**src/rtl/cpu_seq_pkg.sv**
```systemverilog
// Shared types and opcode constants for the fetch/decode/execute sequencer.
package cpu_seq_pkg;

  typedef enum logic [2:0] {
    IDLE   = 3'd0,
    FETCH  = 3'd1,
    DECODE = 3'd2,
    EXEC   = 3'd3,
    MEM    = 3'd4,
    MWAIT  = 3'd5,
    WB     = 3'd6,
    HALT   = 3'd7
  } state_t;

  localparam logic [3:0] OP_FWD_IMM = 4'd0;
  localparam logic [3:0] OP_FWD_REG = 4'd1;
  localparam logic [3:0] OP_ADD     = 4'd2;
  localparam logic [3:0] OP_SUB     = 4'd3;
  localparam logic [3:0] OP_AND     = 4'd4;
  localparam logic [3:0] OP_OR      = 4'd5;
  localparam logic [3:0] OP_LOAD    = 4'd6;
  localparam logic [3:0] OP_STORE   = 4'd7;
  localparam logic [3:0] OP_HALT    = 4'd15;

  function automatic logic is_alu(input logic [3:0] op);
    return (op <= OP_OR);
  endfunction

endpackage

```
**src/rtl/cpu_seq_pc.sv**
```systemverilog
// Program counter: advances by PC_STEP when enabled, wrapping modulo 2**PC_W.
module cpu_seq_pc #(
  parameter int PC_W    = 9,
  parameter int PC_STEP = 4
) (
  input  logic            clk,
  input  logic            rst,
  input  logic            advance,
  output logic [PC_W-1:0] pc
);

  // PC register; the add truncates to PC_W bits so the top address wraps to 0
  always_ff @(posedge clk or posedge rst) begin
    if (rst) begin
      pc <= '0;
    end else if (advance) begin
      pc <= pc + PC_W'(PC_STEP);
    end else begin
      pc <= pc;
    end
  end

endmodule

```
**src/rtl/cpu_seq_ctrl.sv**
```systemverilog
// Multi-cycle fetch/decode/execute sequencer for the 9-bit CPU datapath.
// Optional build macro CPU_SEQ_PERF_EN adds a saturating retired-instruction counter.
module cpu_seq_ctrl
  import cpu_seq_pkg::*;
#(
  parameter int PC_W     = 9,
  parameter int INSTR_W  = 9,
  parameter int PC_STEP  = 4,
  parameter int MEM_WAIT = 1
) (
  input  logic               CLK,
  input  logic               RESET,
  input  logic               start,
  output logic               imem_req,
  output logic [PC_W-1:0]    imem_addr,
  input  logic [INSTR_W-1:0] imem_rdata,
  input  logic               imem_valid,
  output logic [INSTR_W-1:0] instr,
  output logic [PC_W-1:0]    pc,
  output logic               write_en,
  output logic               CS,
  output logic               RD,
  output logic               busy,
  output logic               halted,
`ifdef CPU_SEQ_PERF_EN
  output logic [15:0]        retired,
`endif
  output logic               illegal
);

  localparam int CNT_W = (MEM_WAIT > 1) ? $clog2(MEM_WAIT) : 1;

  state_t           state;
  state_t           state_nxt;
  logic [3:0]       op;
  logic             advance;
  logic             set_illegal;
  logic             start_ok;
  logic [CNT_W-1:0] wait_cnt;

  assign op       = instr[4:1];
  assign start_ok = start && ((state == IDLE) || (state == HALT));

  cpu_seq_pc #(
    .PC_W    (PC_W),
    .PC_STEP (PC_STEP)
  ) u_pc (
    .clk     (CLK),
    .rst     (RESET),
    .advance (advance),
    .pc      (pc)
  );

  // State register
  always_ff @(posedge CLK or posedge RESET) begin
    if (RESET) begin
      state <= IDLE;
    end else begin
      state <= state_nxt;
    end
  end

  // Next-state and PC-advance decode
  always_comb begin
    state_nxt   = state;
    advance     = 1'b0;
    set_illegal = 1'b0;
    case (state)
      IDLE, HALT: begin
        if (start) state_nxt = FETCH;
        else       state_nxt = state;
      end
      FETCH: begin
        if (imem_valid) state_nxt = DECODE;
        else            state_nxt = FETCH;
      end
      DECODE: begin
        if (is_alu(op)) begin
          state_nxt = EXEC;
        end else if ((op == OP_LOAD) || (op == OP_STORE)) begin
          state_nxt = MEM;
        end else if (op == OP_HALT) begin
          state_nxt = HALT;
        end else begin
          // undefined opcode: flag it and skip to the next instruction
          set_illegal = 1'b1;
          advance     = 1'b1;
          state_nxt   = FETCH;
        end
      end
      EXEC: begin
        advance   = 1'b1;
        state_nxt = FETCH;
      end
      MEM: begin
        if (op == OP_STORE) begin
          advance   = 1'b1;
          state_nxt = FETCH;
        end else begin
          state_nxt = MWAIT;
        end
      end
      MWAIT: begin
        if (wait_cnt == '0) state_nxt = WB;
        else                state_nxt = MWAIT;
      end
      WB: begin
        advance   = 1'b1;
        state_nxt = FETCH;
      end
      default: begin
        state_nxt = IDLE;
      end
    endcase
  end

  // SRAM wait counter, loaded on entry to MWAIT
  always_ff @(posedge CLK or posedge RESET) begin
    if (RESET) begin
      wait_cnt <= '0;
    end else if (state == MEM) begin
      wait_cnt <= CNT_W'(MEM_WAIT - 1);
    end else if ((state == MWAIT) && (wait_cnt != '0)) begin
      wait_cnt <= wait_cnt - CNT_W'(1);
    end else begin
      wait_cnt <= wait_cnt;
    end
  end

  // Instruction latch: only an accepted fetch updates it
  always_ff @(posedge CLK or posedge RESET) begin
    if (RESET) begin
      instr <= '0;
    end else if ((state == FETCH) && imem_valid) begin
      instr <= imem_rdata;
    end else begin
      instr <= instr;
    end
  end

  // Sticky illegal-opcode flag
  always_ff @(posedge CLK or posedge RESET) begin
    if (RESET) begin
      illegal <= 1'b0;
    end else if (start_ok) begin
      illegal <= 1'b0;
    end else if (set_illegal) begin
      illegal <= 1'b1;
    end else begin
      illegal <= illegal;
    end
  end

`ifdef CPU_SEQ_PERF_EN
  // Saturating count of completed EXEC / STORE / WB phases
  always_ff @(posedge CLK or posedge RESET) begin
    if (RESET) begin
      retired <= 16'h0000;
    end else if (((state == EXEC) || (state == WB) ||
                  ((state == MEM) && (op == OP_STORE))) && (retired != 16'hFFFF)) begin
      retired <= retired + 16'h0001;
    end else begin
      retired <= retired;
    end
  end
`endif

  // Strobes decode straight from the state flops, so RESET drops them at once
  assign imem_req  = (state == FETCH);
  assign imem_addr = pc;
  assign write_en  = (state == EXEC) || (state == WB);
  assign CS        = (state == MEM) || (state == MWAIT);
  assign RD        = ((state == MEM) && (op == OP_LOAD)) || (state == MWAIT);
  assign busy      = (state != IDLE) && (state != HALT);
  assign halted    = (state == HALT);

endmodule
```
**config.mk**
```make
export PLATFORM = sky130hd
export DESIGN_NAME = cpu_seq_ctrl
export DESIGN_NICKNAME = d
export VERILOG_FILES = /design/src/rtl/cpu_seq_pkg.sv /design/src/rtl/cpu_seq_pc.sv /design/src/rtl/cpu_seq_ctrl.sv
export SDC_FILE = /design/constraint.sdc
export NUM_CORES = 1
export LEC_CHECK = 0
export ABC_AREA = 1
export BUFFER_PORTS_ARGS = -buffer_cell sky130_fd_sc_hd__buf_2
export CAP_MARGIN = 30
export CORE_MARGIN = 5
export CORE_UTILIZATION = 43
export DETAILED_ROUTE_END_ITERATION = 10
export PLACE_DENSITY = 0.77
export SYNTH_ARGS = -nofsm -noshare
export SYNTH_HDL_FRONTEND = slang
export SYNTH_SLANG_ARGS = --single-unit
```
**constraint.sdc**
```tcl
create_clock -name CLK -period 1.12 [get_ports CLK]
set_input_delay 0 -clock CLK [delete_from_list [all_inputs] [get_ports CLK]]
set_output_delay 0 -clock CLK [all_outputs]
set_load 0.005 [all_outputs]
```
==> metrics, run 1 <==
final hold vios=0; Final WS setup=-0.325 ns; std cell rows=19; Comb pwr share=a little under two thirds; Diodes inserted=0; Yosys warning total=0; RR Endpoint=u_pc.pc[8]; largest net degree at the start of global routing=22; CTS tree=built; kind of critical path=reg -> out; HPWL Detailed=about 2200 um; Int Power=2.73 mW; Critical Path Start Type=flop; Tmin final=approximately 1.4 ns; I/O pins=47; Hold Startpoint=imem_valid; Fmax=692 MHz; hold path depth=4; Async SR Flop Fraction=between 90% and 100%; Final setup viols=26; Die X=63.6 um; r2r setup slk=-0.27 ns; DR pass1 iterations=4; worst-skew pair later-pin latency=between 0.3 and 0.4 ns; critical register-to-register path startpoint=state[1]; die area=between 4000 and 5000 um2; number of global-route vias before repair=~1300; R2R depth=8; gr usage total=between 10% and 20%; synthesized cell area=about 1200 um2; final core utilization=69.9%; Critical Path Fanout Max=3; number of H-tree levels=1; WL/cell=12.9 um; layout cells sized above 1=between 40 and 50%; Pwr Density=roughly 2500 nW/um2; antenna violations before repair=0; Pleak=roughly 1.1 nW; Routed WL=roughly 3500 um; Placed Instances=between 200 and 250; CORE AREA=approximately 2800 um2; hold crit path type=in -> reg; Clock Path Buffers=2; clock share of power=8.5%; Final Max Slew Viols=0; Multi-input gate area=~660 um2; synthesized flop and latch total=21; Psw=between 2 and 2.5 mW; CTS root buf=clkbuf_4; Max Cap Viol=0; clock-pin slew on the worst setup and hold paths=between 0.1 and 0.15 ns; Initial Util=between 40 and 50%; status=finished with violations; pre-CTS setup slack=-0.206 ns; area delta synth->final=56.1%; failing checks=negative setup slack; TritonCTS buffer count=3; number of flops mapped to enable cells by yosys=0; unrepaired setup endpoints after global routing=yes; Worst Setup SP=state[1]; clock sinks=21; clk_skew=about 0.0063 ns; Buffers on Ports=42; Die Y=~64 um; Routed Antenna Nets=0; Top FF cell, synth=dfrtp_1; crit path DAT=about 1.4 ns; smallest hold slack=between 0.1 and 0.15 ns; sequential-to-total area share from yosys stat=42.6%; hold endpoint=instr[7]; Fillers=230; Mapped Cells=between 150 and 200; worst ir drop on vdd=1.85 mV; fin nets=~250; DR vias=1294; Syn Area/Cell=roughly 7.8 um2; Netlist cell types=24; register share of total power=between 20% and 30%; GPL Wtd Cong=0.807; Fin Setup TNS=-5.35 ns; WP data required=1.12 ns; Vias per Instance=about 4.8; first-pass GRT wire length=5690 um; fin crit share=129%; grt total ovfl=0; 1st-iter DRT viols=48; CP endpoint kind=output port; FF+latch area=~530 um2; DRC=0; Non-Filler Instances=270; switch share=a little over two fifths
==> registers in the layout, indices dropped and copies added, names as in the netlist <==
signal    count
instr         9
state         3
illegal       1
wait_cnt      1
u_pc.pc       7
==> through the flow <==
step                      power (mW)  area (um2)
after floorplan                 2.56        1250
after global placement          3.47        1550
after detailed placement        3.51        1550
after CTS                       4.58        1890
after global routing            5.10        1930
final                           4.73        1930
==> critical path: stages, from the launching register on <==
cell and delay [ns]:
dfrtp_1 0.42, inv_2 0.09, nand2_1 0.07, nor2_2 0.13
buf_4 0.12, nand2_1 0.04, o21ai_1 0.12, buf_2 0.13
==> cell type report <==
cell class              count  area share (%)
flip-flops and latches     21            27.4
inverters                  16            3.11
well taps                  31            2.01
multi-input cells         113            34.1
clock buffers               3            1.17
clock inverters             1           0.389
repair buffers             85            31.9
==> logic make-up (layout without fill, tap and decap cells) <==
group,Yosys count,count (layout),synth area share (%)
AO/OA/AOI/OAI,7,7,3.85
XOR/XNOR,4,4,2.84
adder cells (fa/ha/maj),1,1,1.01
buffers and inverters,30,105,13.5
flip-flops,21,21,42.6
other,1,4,0.304
AND/OR/NAND/NOR,95,97,36.0
==> cells in the mapped netlist, drive strengths merged (2+ instances only) <==
library cell	n	area share [%]
a21oi	2	1.1
buf	14	8.6
dfrtp	21	43
inv	16	4.9
nand2	54	17
nand3	16	8.1
nand4	8	4.1
nor2	16	5.5
o21ai	2	0.81
xnor2	2	1.4
xor2	2	1.4
==> worst max-delay path by stage <==
stage | cells past startpoint | endpoint | slack, ns
after global routing | 7 | RD | -0.39
final | 7 | RD | -0.32
after CTS | 6 | busy | -0.31
after detailed placement | 7 | u_pc.pc[8] | -0.21
after floorplan | 6 | instr[1] | -0.11
after global placement | 7 | u_pc.pc[3] | -0.14
==> routing by layer <==
layer  global-route usage (%)  wire (um)  vias to the layer above
met3                     4.26        270                        2
li1                         -          -                      661
met4                     3.12         13                        0
met5                        0          0                        -
met1                     18.4       1380                      579
met2                     33.9       1830                       52
==> cells in the final DEF, fill, tap and decap left out, types with 5 or more instances in the layout <==
cell	Yosys	routed
nand2_1	53	48
buf_2	1	40
buf_4	12	21
dfrtp_1	21	19
nand3_1	12	13
buf_6	1	13
inv_1	13	11
dlygate4sd3_1	0	11
nor2_1	15	8
nand4_1	8	8
inv_2	3	5
nand2_2	0	5
==> power by group through the flow <==
stage | Combinational (mW) | Clock (mW) | Sequential, mW
global route | 3.30 | 0.445 | 1.36
finish | 3.01 | 0.404 | 1.32
global placement | 2.18 | 0 | 1.29
CTS | 2.88 | 0.406 | 1.30
detailed placement | 2.21 | 0 | 1.29
floorplan | 1.21 | 0 | 1.35
==> repair_timing <==
item | 4_1_cts | 5_1_grt
cloned | 2 | 0
hold buffers | 11 | 0
endpoints found under the hold margin | 31 | 0
gates resized for setup | 32 | 7
pin swaps | 6 | 2
buffers inserted | 10 | 2
setup endpoints to repair | 26 | 27
Power figures use the tool's default switching activity.
==> run 2, diff against run 1 <==
CORE_UTILIZATION = 40   (was 43)
PLACE_DENSITY = 0.73   (was 0.77)
==> run 2 against run 1 <==
Final cell count increased by 1.9%. Critical endpoint is now write_en. Via count increased by 2.3%. Die area up 6.3%. Critical path type unchanged. Power grew 6.3%. The run still ends with negative setup slack left. Sequential share of layout area shrank 1.5 points. First-iteration DRC count fell by 15%. Largest cell class unchanged.
==> metrics, run 2 (synthesis results as in run 1) <==
clock-pin slew on the worst setup and hold paths=0.13 ns (about the same); hold crit path type=in -> reg; Fmax=722 MHz (+4.3%); CTS tree=built; fin nets=257 (+1.2%); number of flip-flops under the largest register name=9 (unchanged); clock sinks=21 (unchanged); Die Y=65.6 um (+3.1%); DRC=0 (unchanged); Comb pwr share=66.1% (+2.5 points); TritonCTS buffer count=3 (unchanged); Diodes inserted=0 (unchanged); Multi-input gate area=742 um2 (+13%); largest net degree at the start of global routing=22 (unchanged); unrepaired setup endpoints after global routing=yes; kind of critical path=reg -> out; Max Cap Viol=0 (unchanged); Top reg by flops=instr; grt total ovfl=0 (unchanged); Initial Util=41.1% (-3.7 points); CORE AREA=3000 um2 (+8.9%); DR vias=1324 (+2.3%); CTS root buf=clkbuf_4; Final WS setup=-0.265 ns (+0.0599 ns); antenna violations before repair=0 (unchanged); final hold vios=0 (unchanged); Tmin final=1.38 ns (-0.0599 ns); DR pass1 iterations=4 (unchanged); std cell rows=20 (+1); Fillers=250 (+8.7%); Placed Area=1560 um2 (+0.64%); number of global-route vias before repair=1289 (-1.9%); smallest hold slack=0.102 ns (-0.0369 ns); Largest regs=instr x9, u_pc.pc x7, state x3; fin crit share=124% (-5.3 points); failing checks=negative setup slack; GPL Wtd Cong=0.851 (+5.5%); Critical Path Fanout Max=5 (+2); Finished Cell Area=2040 um2 (+5.6%); commonest cells after routing, fill and taps aside=buf_2, nand2_1, buf_4, nand2_2, dfrtp_1; WP data required=1.12 ns (about the same); worst-skew pair later-pin latency=0.30 ns (-0.02 ns); Critical Path Start Type=flop; 1st-iter DRT viols=41 (-15%); die area=4300 um2 (+6.3%); layout cells sized above 1=53.7% (+8.5 points); status=finished with violations; gr usage total=17.2% (-0.12 points); Final setup viols=26 (unchanged); number of H-tree levels=1 (unchanged); CP endpoint kind=output port; clk_skew=0.00525 ns (-0.00102 ns); Die X=65.6 um (+3.1%); HPWL Detailed=2160 um (-3.1%); Routed Antenna Nets=0 (unchanged); WL/cell=13.2 um (+2.5%); Int Power=2.87 mW (+5.1%); I/O pins=47 (unchanged); crit path DAT=1.38 ns (-0.06 ns); clock share of power=7.5% (-1.0 points); commonest non-fill, non-tap cell in the layout=buf_2; Final Max Slew Viols=0 (unchanged); Pleak=1.10 nW (+3.1%); switch share=42.9% (+0.64 points); Routed WL=3640 um (+4.4%); FF+latch area=528 um2 (unchanged); worst ir drop on vdd=1.34 mV (-28%); total power=5.03 mW (+6.3%); Clock Path Buffers=2 (unchanged); final core utilization=67.8% (-2.1 points); first-pass GRT wire length=5830 um (+2.6%); area delta synth->final=64.9%; Buffers on Ports=42 (unchanged); Pwr Density=2470 nW/um2 (+0.59%); register share of total power=26.4% (-1.5 points); Vias per Instance=4.81 (+0.46%); Psw=2.16 mW (+7.9%)
==> run 2: cell count changes in the layout (fill, tap and decap cells not counted), sizes merged <==
cell      delta
buf          +3
clkinv       +1
clkinvlp     -1
==> run 2: area by class of cell <==
class                      instances  share of cell area (%)
clock buffer                       3                    1.11
clock inverter                     1                   0.246
inverter                          16                    3.07
multi-input combinational        113                    36.4
sequential                        21                    25.9
tap                               33                    2.03
timing repair buffer              88                    31.2
==> run 2: worst paths after layout <==
check,startpoint,endpoint,slack (ns),cells after the start
setup / recovery,state[0],write_en,-0.26,7
hold / removal,imem_valid,instr[0],0.10,3
setup reg to reg,state[0],u_pc.pc[4],-0.24,8
hold reg to reg,instr[5],instr[5],0.49,2
max in group asynchronous,RESET,state[0],0.63,4
min in group asynchronous,RESET,instr[7],0.25,4
==> run 2: timing repair <==
item,in CTS,in global routing
pin swaps,11,14
gates resized for setup,31,27
setup buffers,8,5
hold buffers,11,0
gates cloned,1,1
hold endpoints to repair,31,0
endpoints found under the setup margin,26,27
==> run 2: metal layers <==
metal	share of wire (%)	track usage, %	wire, um	vias to the layer above
li1	-	-	-	666
met5	0	0	0	-
met4	2.3	3.89	83	0
met1	41	21.0	1490	605
met3	4.8	3.25	174	10
met2	52	31.0	1900	43
==> run 2: stage by stage <==
| stage | TNS [ns] | worst slack [ns] | std cells |
|---|---|---|---|
| 2_1_floorplan | -1.70 | -0.111 | 162 |
| 3_3_place_gp | -1.67 | -0.154 | 245 |
| 3_5_place_dp | -1.97 | -0.188 | 245 |
| 4_1_cts | -4.44 | -0.264 | 269 |
| 5_1_grt | -6.89 | -0.342 | 275 |
| 6_report | -5.04 | -0.265 | 275 |
==> run 2: worst max-delay path, stage by stage, from the launching register on <==
cell	delay, ns
dfrtp_2	0.51
inv_4	0.11
nand2_4	0.07
buf_6	0.12
nand3_4	0.06
buf_6	0.09
inv_2	0.02
buf_2	0.11
==> run 2: power by group through the flow <==
stage / logic [mW] / registers (mW) / clock network, mW
after floorplan: 1.21 / 1.35 / 0
after global placement: 2.22 / 1.27 / 0
after detailed placement: 2.24 / 1.27 / 0
after CTS: 2.82 / 1.30 / 0.385
after global routing: 3.64 / 1.37 / 0.412
final: 3.32 / 1.33 / 0.376
==> run 3, diff against run 2 <==
REMOVE_ABC_BUFFERS = 1   (was unset)
==> run 3 against run 2 <==
The flow still finishes with violations (negative setup slack). Count of clock-buffer cells in the layout unchanged. Final cell count fell by 1.5%. Sequential power hardly changed. Power fell by 7.4%. Die area unchanged. Critical path depth decreased by 1. Fmax decreased by 0.45%. Register-to-register slack better by 0.04 ns. Setup slack worse by 0.0063 ns. Via count is 1.8% lower. Largest cell class unchanged. Largest power group unchanged.
==> metrics, run 3 (synthesis results as in run 1) <==
smallest hold slack=0.0575 ns (-0.0444 ns); crit path buf inv count=3 (-2); area delta synth->final=55.2%; Fin Setup TNS=-4.87 ns (+0.173 ns); commonest non-fill, non-tap cell in the layout=nand2_1; R2R depth=6 (-2); worst ir drop on vdd=1.17 mV (-13%); Die Y=65.6 um (unchanged); failing checks=negative setup slack; Diodes inserted=0 (unchanged); clock share of power=8.3% (+0.8 points); hold endpoint=instr[6]; TritonCTS buffer count=3 (unchanged); Final setup viols=26 (unchanged); Buffers on Ports=42 (unchanged); 1st-iter DRT viols=64 (+56%); clock-pin slew on the worst setup and hold paths=0.12 ns (about the same); Non-Filler Instances=271 (-1.5%); DR vias=1300 (-1.8%); Critical Path, Cell by Cell=inv_2, buf_4, nor2_4, nand2_2, o21ai_1, buf_2; final hold vios=0 (unchanged); Hold Startpoint=imem_valid; Psw=1.95 mW (-9.6%); Top reg by flops=instr; DRC=0 (unchanged); Largest regs=instr x9, u_pc.pc x7, state x3; Crit path max-delay family=flip-flops; layout cells sized above 1=45.0% (-8.8 points); grt total ovfl=0 (unchanged); Pleak=1.07 nW (-3.1%); CTS tree=built; unrepaired setup endpoints after global routing=yes; clk_skew=0.00295 ns (-0.00230 ns); Clock Path Buffers=2 (unchanged); RR Endpoint=instr[2]; CP endpoint kind=output port; Tmin final=1.39 ns (+0.00633 ns); hold path depth=3 (unchanged); Fillers=253 (+1.2%); fin nets=253 (-1.6%); gr usage total=16.0% (-1.2 points); Final WS setup=-0.271 ns (-0.00633 ns); status=finished with violations; DR pass1 iterations=4 (unchanged); clock sinks=21 (unchanged); Max Cap Viol=0 (unchanged); critical register-to-register path startpoint=state[2]; WL/cell=12.3 um (-7.3%); die area=4300 um2 (unchanged); Fmax=719 MHz (-0.45%); crit path DAT=1.39 ns (about the same); Comb pwr share=63.8% (-2.3 points); WP data required=1.12 ns (about the same); CTS root buf=clkbuf_4; GPL Wtd Cong=0.873 (+2.6%); Routed Antenna Nets=0 (unchanged); largest net degree at the start of global routing=22 (unchanged); total power=4.66 mW (-7.4%); I/O pins=47 (unchanged); hold crit path type=in -> reg; Pwr Density=2430 nW/um2 (-1.6%); register share of total power=27.9% (+1.5 points); HPWL Detailed=2190 um (+1.6%); worst-skew pair later-pin latency=0.31 ns (about the same); Vias per Instance=4.80 (-0.36%); kind of critical path=reg -> out; antenna violations before repair=0 (unchanged); first-pass GRT wire length=5380 um (-7.8%); number of flip-flops under the largest register name=9 (unchanged); std cell rows=20 (unchanged); Critical Path Start Type=flop; Initial Util=41.1% (unchanged); Final Max Slew Viols=0 (unchanged); slowest CP cell=dfrtp_2; switch share=41.9% (-1.0 points); Die X=65.6 um (unchanged); Routed WL=3320 um (-8.7%); number of global-route vias before repair=1233 (-4.3%); number of H-tree levels=1 (unchanged); Placed Instances=246 (+0.41%); Critical Path Fanout Max=4 (-1); fin crit share=124% (+0.56 points); r2r setup slk=-0.20 ns (+0.04 ns); Int Power=2.71 mW (-5.8%); commonest cells after routing, fill and taps aside=nand2_1, buf_2, buf_4, dfrtp_1; slowest stage delay, CP=0.46 ns (-0.05 ns); CORE AREA=3000 um2 (unchanged)
run 3: cell types whose count changed in the layout (fill, tap and decap cells not counted), sizes merged:
cell	delta
nand2	-1
buf	-2
nand3	-1
run 3: layout make-up:
| cell class | instances | area (um2) | share of cell area [%] |
|---|---|---|---|
| Multi-Input combinational cell | 111 | 652 | 34.0 |
| Timing Repair Buffer | 86 | 608 | 31.7 |
| Sequential cell | 21 | 528 | 27.5 |
| Inverter | 16 | 60.1 | 3.13 |
| Tap cell | 33 | 41.3 | 2.15 |
| Clock buffer | 3 | 22.5 | 1.17 |
| Clock inverter | 1 | 5.00 | 0.261 |
run 3: how the worst max path moves through the flow:
stage | start | cells after the start | slack [ns] | to
final | state[2] | 6 | -0.27 | RD
after global routing | state[2] | 6 | -0.40 | RD
after CTS | state[0] | 5 | -0.26 | imem_req
after detailed placement | state[0] | 7 | -0.17 | u_pc.pc[5]
after global placement | state[2] | 5 | -0.12 | instr[4]
after floorplan | state[1] | 4 | -0.17 | instr[4]
run 3: through the flow:
stage                     setup slack [ns]  utilization (%)  cell area [um2]
after floorplan                     -0.165                -             1140
after global placement              -0.124             52.1             1560
after detailed placement            -0.169             52.1             1560
after CTS                           -0.258             61.7             1850
after global routing                -0.396             63.8             1920
final                               -0.271             63.8             1920
run 3: routing by layer:
| layer | vias up | wire length [um] | track usage (%) |
|---|---|---|---|
| met5 | - | 0 | 0 |
| met4 | 0 | 38 | 6.22 |
| met3 | 4 | 193 | 2.91 |
| met2 | 43 | 1670 | 27.9 |
| met1 | 598 | 1420 | 19.3 |
| li1 | 655 | - | - |
run 3: what timing repair did:
action,CTS,global route
resized for setup,27,11
pin swaps,4,5
hold buffers,11,0
endpoints found under the hold margin,31,0
setup endpoints to repair,26,26
buffers inserted,7,3
run 3: power by group through the flow:
stage | Sequential [mW] | Combinational [mW] | Clock (mW)
global route | 1.34 | 3.27 | 0.434
floorplan | 1.40 | 0.973 | 0
detailed placement | 1.28 | 2.24 | 0
CTS | 1.28 | 2.78 | 0.395
finish | 1.30 | 2.97 | 0.388
global placement | 1.27 | 2.21 | 0
run 3: worst min-delay path, stage by stage:
cell and delay (ns):
buf_2 0.19, nand3_1 0.11, nand2_1 0.05
